$ cat config.mk
export PLATFORM = sky130hd
export DESIGN_NAME = tmds_decode_align
export DESIGN_NICKNAME = d
export VERILOG_FILES = /design/src/rtl/tmds_pkg.sv /design/src/rtl/tmds_decode_align_decode.sv /design/src/rtl/tmds_decode_align.sv
export SDC_FILE = /design/constraint.sdc
export NUM_CORES = 1
export LEC_CHECK = 0
export ABC_CLOCK_PERIOD_IN_PS = 4300
export CAP_MARGIN = 20
export CORE_ASPECT_RATIO = 1.5
export CORE_MARGIN = 3
export CORE_UTILIZATION = 60
export CTS_CLUSTER_DIAMETER = 50
export DETAILED_ROUTE_END_ITERATION = 8
export GPL_TIMING_DRIVEN = 0
export PLACE_DENSITY = 0.94
export REMOVE_ABC_BUFFERS = 1
export SYNTH_ARGS = -nofsm -noshare
export SYNTH_HDL_FRONTEND = slang
export SYNTH_HIERARCHICAL = 1
export SYNTH_SLANG_ARGS = --single-unit
$ cat constraint.sdc
create_clock -name Pixl_CLK -period 4.3 [get_ports Pixl_CLK]
set_input_delay 0.86 -clock Pixl_CLK [delete_from_list [all_inputs] [get_ports Pixl_CLK]]
set_output_delay 0.86 -clock Pixl_CLK [all_outputs]
set_load 0.05 [all_outputs]
$ cat src/rtl/tmds_pkg.sv
// tmds_pkg
// Shared definitions for the TMDS receive channels: the four control-token
// symbols, the alignment state type, the decoded-symbol record and the
// 10b-to-8b decode function used by every channel's symbol decoder.
// No ports (package).

package tmds_pkg;

   localparam logic [9:0] TMDS_CTRL_00 = 10'b1101010100;
   localparam logic [9:0] TMDS_CTRL_01 = 10'b0010101011;
   localparam logic [9:0] TMDS_CTRL_10 = 10'b0101010100;
   localparam logic [9:0] TMDS_CTRL_11 = 10'b1010101011;

   typedef enum logic [1:0] {
      SEARCH,
      SLIP,
      WAIT,
      LOCKED
   } tmdsState_e;

   typedef struct packed {
      logic       isCtrl;
      logic       c1;
      logic       c0;
      logic [7:0] data;
   } tmdsSym_t;

   // Undo the transmit-side conditional inversion (bit 9) and XOR/XNOR
   // transition coding (bit 8), and recognise the four control tokens.
   // For a control token the data field is simply whatever the data rule
   // yields; callers qualify it with isCtrl.
   function automatic tmdsSym_t tmdsDecode(input logic [9:0] q);
      tmdsSym_t   sym;
      logic [7:0] d;
      sym = '0;
      d = q[9] ? ~q[7:0] : q[7:0];
      sym.data[0] = d[0];
      for (int i = 1; i < 8; i++) begin
         sym.data[i] = q[8] ? (d[i] ^ d[i-1]) : ~(d[i] ^ d[i-1]);
      end
      case (q)
         TMDS_CTRL_00: begin
            sym.isCtrl = 1'b1;
            sym.c1     = 1'b0;
            sym.c0     = 1'b0;
         end
         TMDS_CTRL_01: begin
            sym.isCtrl = 1'b1;
            sym.c1     = 1'b0;
            sym.c0     = 1'b1;
         end
         TMDS_CTRL_10: begin
            sym.isCtrl = 1'b1;
            sym.c1     = 1'b1;
            sym.c0     = 1'b0;
         end
         TMDS_CTRL_11: begin
            sym.isCtrl = 1'b1;
            sym.c1     = 1'b1;
            sym.c0     = 1'b1;
         end
         default: begin
            sym.isCtrl = 1'b0;
            sym.c1     = 1'b0;
            sym.c0     = 1'b0;
         end
      endcase
      return sym;
   endfunction

endpackage

$ cat src/rtl/tmds_decode_align_decode.sv
// tmds_symbol_decode
// Purely combinational TMDS symbol decoder, shared by all three channels.
// Ports:
//   symbol_i  in  10  TMDS symbol, bit 0 first on the wire
//   isCtrl_o  out 1   symbol is one of the four control tokens
//   c1_o      out 1   control bit 1 carried by the token (0 for data)
//   c0_o      out 1   control bit 0 carried by the token (0 for data)
//   data_o    out 8   decoded pixel byte (meaningful only when !isCtrl_o)

module tmds_symbol_decode
   import tmds_pkg::*;
(
   input  logic [9:0] symbol_i,
   output logic       isCtrl_o,
   output logic       c1_o,
   output logic       c0_o,
   output logic [7:0] data_o
);

   tmdsSym_t sym;

   // Everything is done by the package function so other channels and
   // any future checker decode symbols exactly the same way.
   assign sym      = tmdsDecode(symbol_i);
   assign isCtrl_o = sym.isCtrl;
   assign c1_o     = sym.c1;
   assign c0_o     = sym.c0;
   assign data_o   = sym.data;

endmodule

$ cat src/rtl/tmds_decode_align.sv
// tmds_decode_align
// One TMDS receive channel after the 1:10 deserializer: hunts for the
// 10-bit word boundary by pulsing Bitslip until a long run of control
// tokens is seen, then decodes each symbol into pixel data / C0 / C1 / DE.
// Optional feature: define TMDS_DEC_STATS_EN to add the Err_cnt lock-loss
// counter port.
// Ports:
//   Pixl_CLK     in  1   recovered pixel clock, rising edge
//   Rst_Posedge  in  1   synchronous active-high reset
//   Tmds_word    in  10  deserialized symbol, bit 0 first serial bit
//   Bitslip      out 1   one-cycle request to shift the word boundary
//   Locked       out 1   word alignment achieved
//   Data_out     out 8   decoded pixel byte (0 unless De)
//   C0, C1       out 1   decoded control bits
//   De           out 1   data enable
//   Err_cnt      out 16  lock-loss count (TMDS_DEC_STATS_EN only)

module tmds_decode_align
   import tmds_pkg::*;
#(
   parameter int CTRL_LOCK_CNT = 64,
   parameter int SEARCH_WINDOW = 2048,
   parameter int SLIP_WAIT     = 16
)(
   input  logic        Pixl_CLK,
   input  logic        Rst_Posedge,
   input  logic [9:0]  Tmds_word,
   output logic        Bitslip,
   output logic        Locked,
   output logic [7:0]  Data_out,
   output logic        C0,
   output logic        C1,
   output logic        De
`ifdef TMDS_DEC_STATS_EN
   ,
   output logic [15:0] Err_cnt
`endif
);

   localparam int RUN_W  = (CTRL_LOCK_CNT > 1) ? $clog2(CTRL_LOCK_CNT) : 1;
   localparam int TMR_W  = (SEARCH_WINDOW > 1) ? $clog2(SEARCH_WINDOW) : 1;
   localparam int WAIT_W = (SLIP_WAIT > 1) ? $clog2(SLIP_WAIT) : 1;

   localparam logic [RUN_W-1:0]  RUN_LAST  = RUN_W'(CTRL_LOCK_CNT - 1);
   localparam logic [TMR_W-1:0]  TMR_LAST  = TMR_W'(SEARCH_WINDOW - 1);
   localparam logic [WAIT_W-1:0] WAIT_LAST = WAIT_W'(SLIP_WAIT - 1);

   logic              inIsCtrl;
   logic              inC1;
   logic              inC0;
   logic [7:0]        inData;

   tmdsSym_t          stage1_q;
   tmdsState_e        state_q,  state_d;
   logic [RUN_W-1:0]  run_q,    run_d;
   logic [TMR_W-1:0]  search_q, search_d;
   logic [TMR_W-1:0]  idle_q,   idle_d;
   logic [WAIT_W-1:0] wait_q,   wait_d;
   logic              de_q,     de_d;
   logic [7:0]        data_q,   data_d;
   logic              c0_q,     c0_d;
   logic              c1_q,     c1_d;

   tmds_symbol_decode uDecode (
      .symbol_i (Tmds_word),
      .isCtrl_o (inIsCtrl),
      .c1_o     (inC1),
      .c0_o     (inC0),
      .data_o   (inData)
   );

   // Pipeline stage 1 holds the incoming symbol in decoded form, so the
   // alignment FSM and the output stage both work from the same registered
   // view of the word.
   always_ff @(posedge Pixl_CLK) begin
      if (Rst_Posedge) begin
         stage1_q <= '0;
      end else begin
         stage1_q <= '{isCtrl: inIsCtrl, c1: inC1, c0: inC0, data: inData};
      end
   end

   // Alignment state and its counters. Reset returns to SEARCH with every
   // counter cleared, which also drops any slip that was in progress.
   always_ff @(posedge Pixl_CLK) begin
      if (Rst_Posedge) begin
         state_q  <= SEARCH;
         run_q    <= '0;
         search_q <= '0;
         idle_q   <= '0;
         wait_q   <= '0;
      end else begin
         state_q  <= state_d;
         run_q    <= run_d;
         search_q <= search_d;
         idle_q   <= idle_d;
         wait_q   <= wait_d;
      end
   end

   // Next-state logic. In SEARCH the lock test is checked before the
   // window expiry so that a run completing on the last window cycle still
   // locks instead of slipping. Counters saturate rather than wrap; in
   // practice the state transitions clear them before they get there.
   always_comb begin
      state_d  = state_q;
      run_d    = run_q;
      search_d = search_q;
      idle_d   = idle_q;
      wait_d   = wait_q;
      case (state_q)
         SEARCH: begin
            if (stage1_q.isCtrl) begin
               if (run_q != '1) begin
                  run_d = run_q + 1'b1;
               end
            end else begin
               run_d = '0;
            end
            if (search_q != '1) begin
               search_d = search_q + 1'b1;
            end
            if (stage1_q.isCtrl && (run_q == RUN_LAST)) begin
               state_d  = LOCKED;
               run_d    = '0;
               search_d = '0;
               idle_d   = '0;
            end else if (search_q == TMR_LAST) begin
               state_d  = SLIP;
               run_d    = '0;
               search_d = '0;
            end
         end
         SLIP: begin
            state_d = WAIT;
            wait_d  = '0;
         end
         WAIT: begin
            if (wait_q == WAIT_LAST) begin
               state_d  = SEARCH;
               run_d    = '0;
               search_d = '0;
               wait_d   = '0;
            end else begin
               wait_d = wait_q + 1'b1;
            end
         end
         LOCKED: begin
            if (stage1_q.isCtrl) begin
               idle_d = '0;
            end else if (idle_q == TMR_LAST) begin
               state_d  = SEARCH;
               run_d    = '0;
               search_d = '0;
               idle_d   = '0;
            end else begin
               idle_d = idle_q + 1'b1;
            end
         end
         default: begin
            state_d = SEARCH;
         end
      endcase
   end

   // Stage 2 output values. Everything is gated by the lock status seen
   // while the word sits in stage 1; C0/C1 keep the last token's value
   // across data periods and drop to zero whenever alignment is lost.
   always_comb begin
      de_d   = 1'b0;
      data_d = '0;
      c0_d   = 1'b0;
      c1_d   = 1'b0;
      if (state_q == LOCKED) begin
         if (stage1_q.isCtrl) begin
            c0_d = stage1_q.c0;
            c1_d = stage1_q.c1;
         end else begin
            de_d   = 1'b1;
            data_d = stage1_q.data;
            c0_d   = c0_q;
            c1_d   = c1_q;
         end
      end
   end

   // Pipeline stage 2 output registers.
   always_ff @(posedge Pixl_CLK) begin
      if (Rst_Posedge) begin
         de_q   <= 1'b0;
         data_q <= '0;
         c0_q   <= 1'b0;
         c1_q   <= 1'b0;
      end else begin
         de_q   <= de_d;
         data_q <= data_d;
         c0_q   <= c0_d;
         c1_q   <= c1_d;
      end
   end

`ifdef TMDS_DEC_STATS_EN
   logic [15:0] errCnt_q;
   logic        lockLost;

   // A lock loss is the only way out of LOCKED, so any LOCKED-to-SEARCH
   // step counts one event. Sticky until reset, saturating at all ones.
   assign lockLost = (state_q == LOCKED) && (state_d == SEARCH);

   always_ff @(posedge Pixl_CLK) begin
      if (Rst_Posedge) begin
         errCnt_q <= '0;
      end else if (lockLost && (errCnt_q != 16'hFFFF)) begin
         errCnt_q <= errCnt_q + 16'd1;
      end
   end

   assign Err_cnt = errCnt_q;
`endif

   // Both flags come straight from the state register, so they are glitch
   // free and Bitslip can never coincide with Locked.
   assign Bitslip  = (state_q == SLIP);
   assign Locked   = (state_q == LOCKED);
   assign De       = de_q;
   assign Data_out = data_q;
   assign C0       = c0_q;
   assign C1       = c1_q;

endmodule
==> results.py, run 1 <==
metrics = {
    "global_route": {
        "antenna_found_initial": 0,
        "grt_overflow_total": 0,
        "grtUsageMet1_pct": 21.5,
        "grt_max_degree": 24,
        "grt_pass1_vias": 2301,
        "grt_pass1_wl_um": 9600,
        "met2_usage_pct": 39.7,
        "gr-usage-all-layers_pct": 20.8,
        "busiest_layer": "met2",
        "met3_usage_pct": 4.13,
    },
    "finish": {
        "nets": 353,
        "finalInstanceArea_um2": 3190,
        "syn_to_final_growth_pct": 12.4,
        "num_antenna_cells": 0,
        "fillerInstances": 303,
        "drive_gt1_share_pct": 5.41,
    },
    "clocking": {
        "clk_path_buf_depth": 2,
        "cts.htree.levels": 2,
        "numCtsBuffers": 5,
        "postCtsHoldBufs": 0,
        "clock_latency_ns": 0.31,
        "cts_tree": "yes",
        "clock_sinks": 56,
        "clk_pin_slew_ns": 0.10,
        "cts-resized-gates": 0,
        "cts_root_buf": "clkbuf_8",
        "cts_setup_buffers": 0,
    },
    "placement": {
        "post_dp_cell_area_um2": 3070,
        "gp_congestion": 0.792,
        "io_buffers": 24,
        "dpl.hpwl_um": 4220,
    },
    "worst_setup_path": {
        "cp_num_buf_inv": 2,
        "path_max_fanout": 23,
        "end_kind": "flip-flop",
        "r2r-start": "search_q[1]",
        "worstPathRequired_ns": 4.46,
        "critPathLaunch": "Rst_Posedge",
        "cpLargestDelayFamily": "buffers and inverters",
        "slowest_delay_ns": 1.10,
        "crit_chain": "clkdlybuf4s50_1 -> clkinv_1 -> o21ai_1 -> o221ai_1",
        "slowest_stage": "clkdlybuf4s50_1",
        "setup.worst_path.class": "input pin to flip-flop",
        "start_kind": "input pin",
        "crit_arrival_ns": 3.47,
    },
    "routing": {
        "wl_per_cell_um": 14.9,
        "vias": 2408,
        "drtPass1Iterations": 4,
        "drc": 0,
        "vias_per_cell": 6.07,
        "drtIter0Drc": 78,
        "wl_um": 5930,
        "ant_nets": 0,
    },
    "floorplan": {
        "start_util_pct": 62.5,
        "die_h_um": 90.2,
        "dieWidth_um": 62.1,
        "coreArea_um2": 4540,
        "design.die.area_um2": 5610,
        "ios": 25,
        "placementRows": 30,
    },
    "power": {
        "pwr-share-comb_pct": 10.5,
        "powerDensity_nw_per_um2": 315,
        "seqPwrFrac_pct": 54.3,
        "ir_worst_vdd_mv": 0.275,
        "p_int_uw": 758,
        "p_clk_share_pct": 35.2,
        "p_sw_uw": 246,
        "switching_share_pct": 24.5,
        "cellLeakagePower_nw": 1.10,
    },
    "synth": {
        "synth_fa_ha_area_share_pct": 3.97,
        "yosysUniqueCellTypes": 60,
        "yosys.area.top_type": "dfxtp_1",
        "synth-edff-count": 0,
        "synth_mux_area_share_pct": 2.91,
        "ys.flop_type": "dfxtp_1",
        "yosysSeqAreaShare_pct": 39.5,
        "syn_inst": 314,
        "synth_area_um2": 2840,
        "yosys_warnings": 6,
        "synthTopCellsByCount": "56 x dfxtp_1, 25 x nand3_1, 19 x inv_1",
        "synth-compound-area-share_pct": 16.1,
        "ys_ff_latch": 56,
        "synth_area_leaders": "dfxtp_1 40%, nand3_1 4.4%, ha_1 4.0%",
        "synth_top_family_by_area": "simple AND/OR/NAND/NOR gates",
        "synth-simple-area-share_pct": 27.9,
        "synth_top_area_share_pct": 39.5,
        "synth-xor-area-share_pct": 4.01,
        "yosysMostFrequentCell": "dfxtp_1",
        "avgSynthCellArea_um2": 9.03,
        "async_reset_ff_share_pct": 0,
    },
    "sta": {
        "rsz0062_at_grt": "false",
        "drv_slew": 0,
        "slew_headroom_pct": 30.6,
        "hold_viol_final": 0,
        "fin_crit_sh_pct": 76.9,
        "tightest_slew_ns": 1.03,
        "fin_skew_ns": 0.00486,
        "fmax_mhz": 302,
        "period_minus_slack_ns": 3.31,
        "setup_viol_count_final": 0,
        "setup_tns_ns": 0,
    },
    "run": {
        "cap_violations": 0,
    },
    "outcome": {
        "status": "completed",
    },
    "worst_hold_path": {
        "holdCritStartpoint": "stage1_q[1]",
        "hp-class": "flip-flop to flip-flop",
    },
}
## sequential cells by signal, summed over array words and instances, names as in the netlist
register	cells
De	1
wait_q	4
run_q	6
search_q	11
state_q	2
C1	1
Data_out	8
C0	1
stage1_q	11
idle_q	11
## power groups by stage
stage               clock, mW  sequential, mW  combinational, mW
CTS                     0.359           0.544              0.105
finish                  0.353           0.545              0.106
detailed placement          0           0.556              0.104
global placement            0           0.554             0.0995
floorplan                   0           0.553             0.0692
global route            0.376           0.546              0.114
## metrics by stage
step	cells	setup WS, ns	hold WS, ns	total power [mW]	utilization (%)
4_1_cts	397	1.03	0.439	1.01	70.2
6_report	397	0.993	0.436	1.00	70.2
2_1_floorplan	301	2.10	0.406	0.622	-
5_1_grt	397	0.799	0.452	1.04	70.2
3_3_place_gp	389	0.751	0.407	0.653	67.7
3_5_place_dp	389	0.698	0.414	0.660	67.7
## layout make-up
type,count,area (um2),area share (%)
clock inverters,3,46.3,1.45
flip-flops and latches,56,1120,35.2
multi-input cells,225,1560,48.8
well taps,64,80.1,2.51
inverters,20,75.1,2.35
repair buffers,24,240,7.53
clock buffers,5,68.8,2.16
## worst paths after layout
kind | end | slack (ns) | cells after the start
worst max-delay path | search_q[5] | 0.99 | 4
worst min register to register | Data_out[1] | 0.44 | 1
worst min-delay path | Data_out[1] | 0.44 | 1
worst max register to register | state_q[1] | 1.65 | 5
## worst register-to-register path: stages (launching register included)
cell      delay (ns)
dfxtp_1         0.39
ha_1            0.22
and3_1          0.22
nand4_1         0.74
a311oi_2        0.61
mux2_1          0.36
## logic make-up after synthesis
family | count (synthesis)
buffers and inverters | 33
adders and majority gates | 9
DFF | 56
xor gates and xnor gates | 13
muxes | 8
AOI/OAI and AO/OA | 59
and+or+nand+nor | 136
## cell usage in the layout (no fill, tap or decap), types with 4 or more instances in the layout
cell | Yosys | routed
xnor2_1 | 8 | 8
nor2_1 | 16 | 16
o21ai_0 | 8 | 8
nor3_1 | 4 | 4
nand3_1 | 25 | 25
nand2_1 | 15 | 15
and4_1 | 5 | 5
or3_1 | 5 | 5
nand4_1 | 13 | 13
nor2b_1 | 12 | 12
ha_1 | 9 | 9
nand2b_1 | 5 | 5
and2_1 | 12 | 12
clkdlybuf4s50_1 | 0 | 24
a21oi_1 | 12 | 12
o211ai_1 | 8 | 8
inv_1 | 19 | 19
o221ai_1 | 5 | 5
and3_1 | 6 | 6
dfxtp_1 | 56 | 56
xor2_1 | 5 | 5
mux2i_1 | 6 | 6
clkbuf_8 | 0 | 5
## metal layers
| metal | vias to the layer above | part of all wire [%] |
|---|---|---|
| met5 | - | 0 |
| met4 | 0 | 1.8 |
| met3 | 10 | 3.8 |
| met2 | 68 | 54 |
| met1 | 1153 | 41 |
| li1 | 1177 | - |
(Power assumes the default switching activity.)
==> run 2, diff against run 1 <==
Settings changed: ABC_CLOCK_PERIOD_IN_PS 4300 to 2900, CORE_UTILIZATION 60 to 52, PLACE_DENSITY 0.94 to 0.88.
Clock period 4.3 ns to 2.9 ns, I/O delays scaled along.
==> run 2 against run 1 <==
  * Routed wire length down 5.8%
  * Clock skew up 0.0038 ns
  * Flip-flop and latch count unchanged
  * Clock power up 53%
  * Critical endpoint is now state_q[1]
  * Worst setup slack worse by 0.79 ns
  * Final cell count up 1.0%
  * Utilization down 8.6 points
  * Combinational power up 47%
  * First-iteration DRC count up 51%
  * Final area up 0.59%
  * Die area up 14%
  * Register-to-register slack worse by 1.4 ns
==> results.py, run 2 (same netlist as run 1, synthesis figures left out) <==
metrics = {
    "outcome": {
        "status": "completed",
    },
    "routing": {
        "vias": 2391,
        "wl_per_cell_um": 13.9,
        "ant_nets": 0,
        "vias_per_cell": 5.96,
        "drtPass1Iterations": 4,
        "wl_um": 5590,
        "drc": 0,
        "drtIter0Drc": 118,
    },
    "floorplan": {
        "ios": 25,
        "placementRows": 32,
        "design.die.area_um2": 6400,
        "die_h_um": 96.5,
        "start_util_pct": 54.5,
        "coreArea_um2": 5200,
        "dieWidth_um": 66.3,
    },
    "global_route": {
        "gr-usage-all-layers_pct": 18.6,
        "grt_pass1_wl_um": 9580,
        "antenna_found_initial": 0,
        "grt_pass1_vias": 2260,
        "grt_overflow_total": 0,
        "grt_max_degree": 24,
    },
    "sta": {
        "fin_crit_sh_pct": 93.0,
        "setup_viol_count_final": 0,
        "hold_viol_final": 0,
        "rsz0062_at_grt": "false",
        "holdWs_ns": 0.430,
        "drv_slew": 0,
        "fmax_mhz": 371,
        "fin_skew_ns": 0.00871,
        "slew_headroom_pct": 32.8,
        "period_minus_slack_ns": 2.70,
        "setup_ws_ns": 0.202,
        "tightest_slew_ns": 1.01,
    },
    "finish": {
        "mostFrequentLayoutCell": "dfxtp_1",
        "syn_to_final_growth_pct": 13.1,
        "layout_common_cells": "56 x dfxtp_1, 25 x nand3_1, 23 x clkdlybuf4s50_1",
        "num_antenna_cells": 0,
        "fin_util_pct": 61.6,
        "finalInstanceArea_um2": 3210,
        "seq_area_um2": 1120,
        "fillerInstances": 426,
        "nets": 353,
        "final_cell_count_no_fill": 401,
        "multiInputGateArea_um2": 1560,
        "drive_gt1_share_pct": 5.71,
        "largestRegisters": "idle_q x11, search_q x11, stage1_q x11",
    },
    "worst_setup_path": {
        "r2r_cells": 5,
        "crit_cells": 5,
        "crit_chain": "ha_1 -> and3_1 -> nand4_1 -> a311oi_2 -> mux2_1",
        "path_max_fanout": 23,
        "cp_num_buf_inv": 0,
        "r2r_setup_slack_ns": 0.20,
        "slowest_stage": "nand4_1",
        "worstPathRequired_ns": 3.09,
        "crit_arrival_ns": 2.89,
        "start_kind": "flip-flop",
        "end_kind": "flip-flop",
        "cpLargestDelayFamily": "simple AND/OR/NAND/NOR gates",
        "setup.worst_path.class": "flip-flop to flip-flop",
        "slowest_delay_ns": 0.77,
    },
    "worst_hold_path": {
        "hold_path_depth": 1,
        "hp-class": "flip-flop to flip-flop",
    },
    "clocking": {
        "postCtsHoldBufs": 0,
        "cts.htree.levels": 2,
        "cts_root_buf": "clkbuf_8",
        "numCtsBuffers": 5,
        "clk_pin_slew_ns": 0.10,
        "cts_setup_buffers": 0,
        "cts_tree": "yes",
        "clock_latency_ns": 0.30,
        "clk_path_buf_depth": 2,
        "clock_sinks": 56,
    },
    "placement": {
        "io_buffers": 24,
        "post-place-cells": 393,
        "post_dp_cell_area_um2": 3080,
        "post-place-ws_ns": -0.471,
        "gp_congestion": 0.813,
        "dpl.hpwl_um": 3910,
    },
    "power": {
        "p_clk_share_pct": 36.0,
        "pwr-share-comb_pct": 10.4,
        "seqPwrFrac_pct": 53.6,
        "switching_share_pct": 22.3,
        "cellLeakagePower_nw": 1.12,
        "p_int_mw": 1.17,
        "p_sw_uw": 335,
        "ir_worst_vdd_mv": 0.411,
        "powerDensity_nw_per_um2": 468,
    },
    "run": {
        "cap_violations": 0,
    },
}
run 2: cell types whose count changed in the layout (fill, tap and decap cells not counted):
cell | previous run | this run
o21ai_1 | 1 | 0
clkbuf_8 | 5 | 7
dlygate4sd2_1 | 0 | 1
clkdlybuf4s50_1 | 24 | 23
inv_6 | 1 | 0
clkinvlp_4 | 1 | 0
o21ai_2 | 1 | 2
run 2: power groups by stage:
stage,Clock (mW),Combinational (mW),Sequential (mW)
finish,0.541,0.156,0.805
CTS,0.551,0.154,0.805
global placement,0,0.148,0.821
floorplan,0,0.103,0.819
detailed placement,0,0.153,0.823
global route,0.578,0.170,0.808
run 2: what timing repair did:
action                                  4_1_cts  5_1_grt
pin swaps                                     0        0
gates resized for setup                       1        1
endpoints found under the setup margin       14       14
run 2: worst paths after layout:
path            endpoint        start
max reg2reg   state_q[1]  search_q[0]
max           state_q[1]  search_q[0]
min          Data_out[6]  stage1_q[6]
min reg2reg  Data_out[6]  stage1_q[6]
run 2: final cells by class:
cell class              instances  area share (%)
clock buffers                   7            3.00
clock inverters                 1           0.936
inverters                      20            2.34
multi-input cells             225            48.7
flip-flops and latches         56            34.9
well taps                      68            2.65
repair buffers                 24            7.45
run 2: worst register-to-register path, cell delays in order (launching register included):
cell and delay, ns:
dfxtp_1 0.38, ha_1 0.22, and3_1 0.21, nand4_1 0.77
a311oi_2 0.63, mux2_1 0.36
run 2: through the flow:
stage                     total power [mW]  setup TNS, ns
after detailed placement             0.977          -6.20
after global placement               0.970          -5.34
after global routing                  1.56              0
after CTS                             1.51              0
final                                 1.50              0
after floorplan                      0.922              0
run 2: metal layers:
metal	up-vias	wire length, um	track usage, %	share of wire (%)
met5	-	0	0	0
met4	0	117	8.31	2.1
met3	13	181	3.24	3.2
met2	73	2940	33.4	53
met1	1129	2350	21.3	42
li1	1176	-	-	-
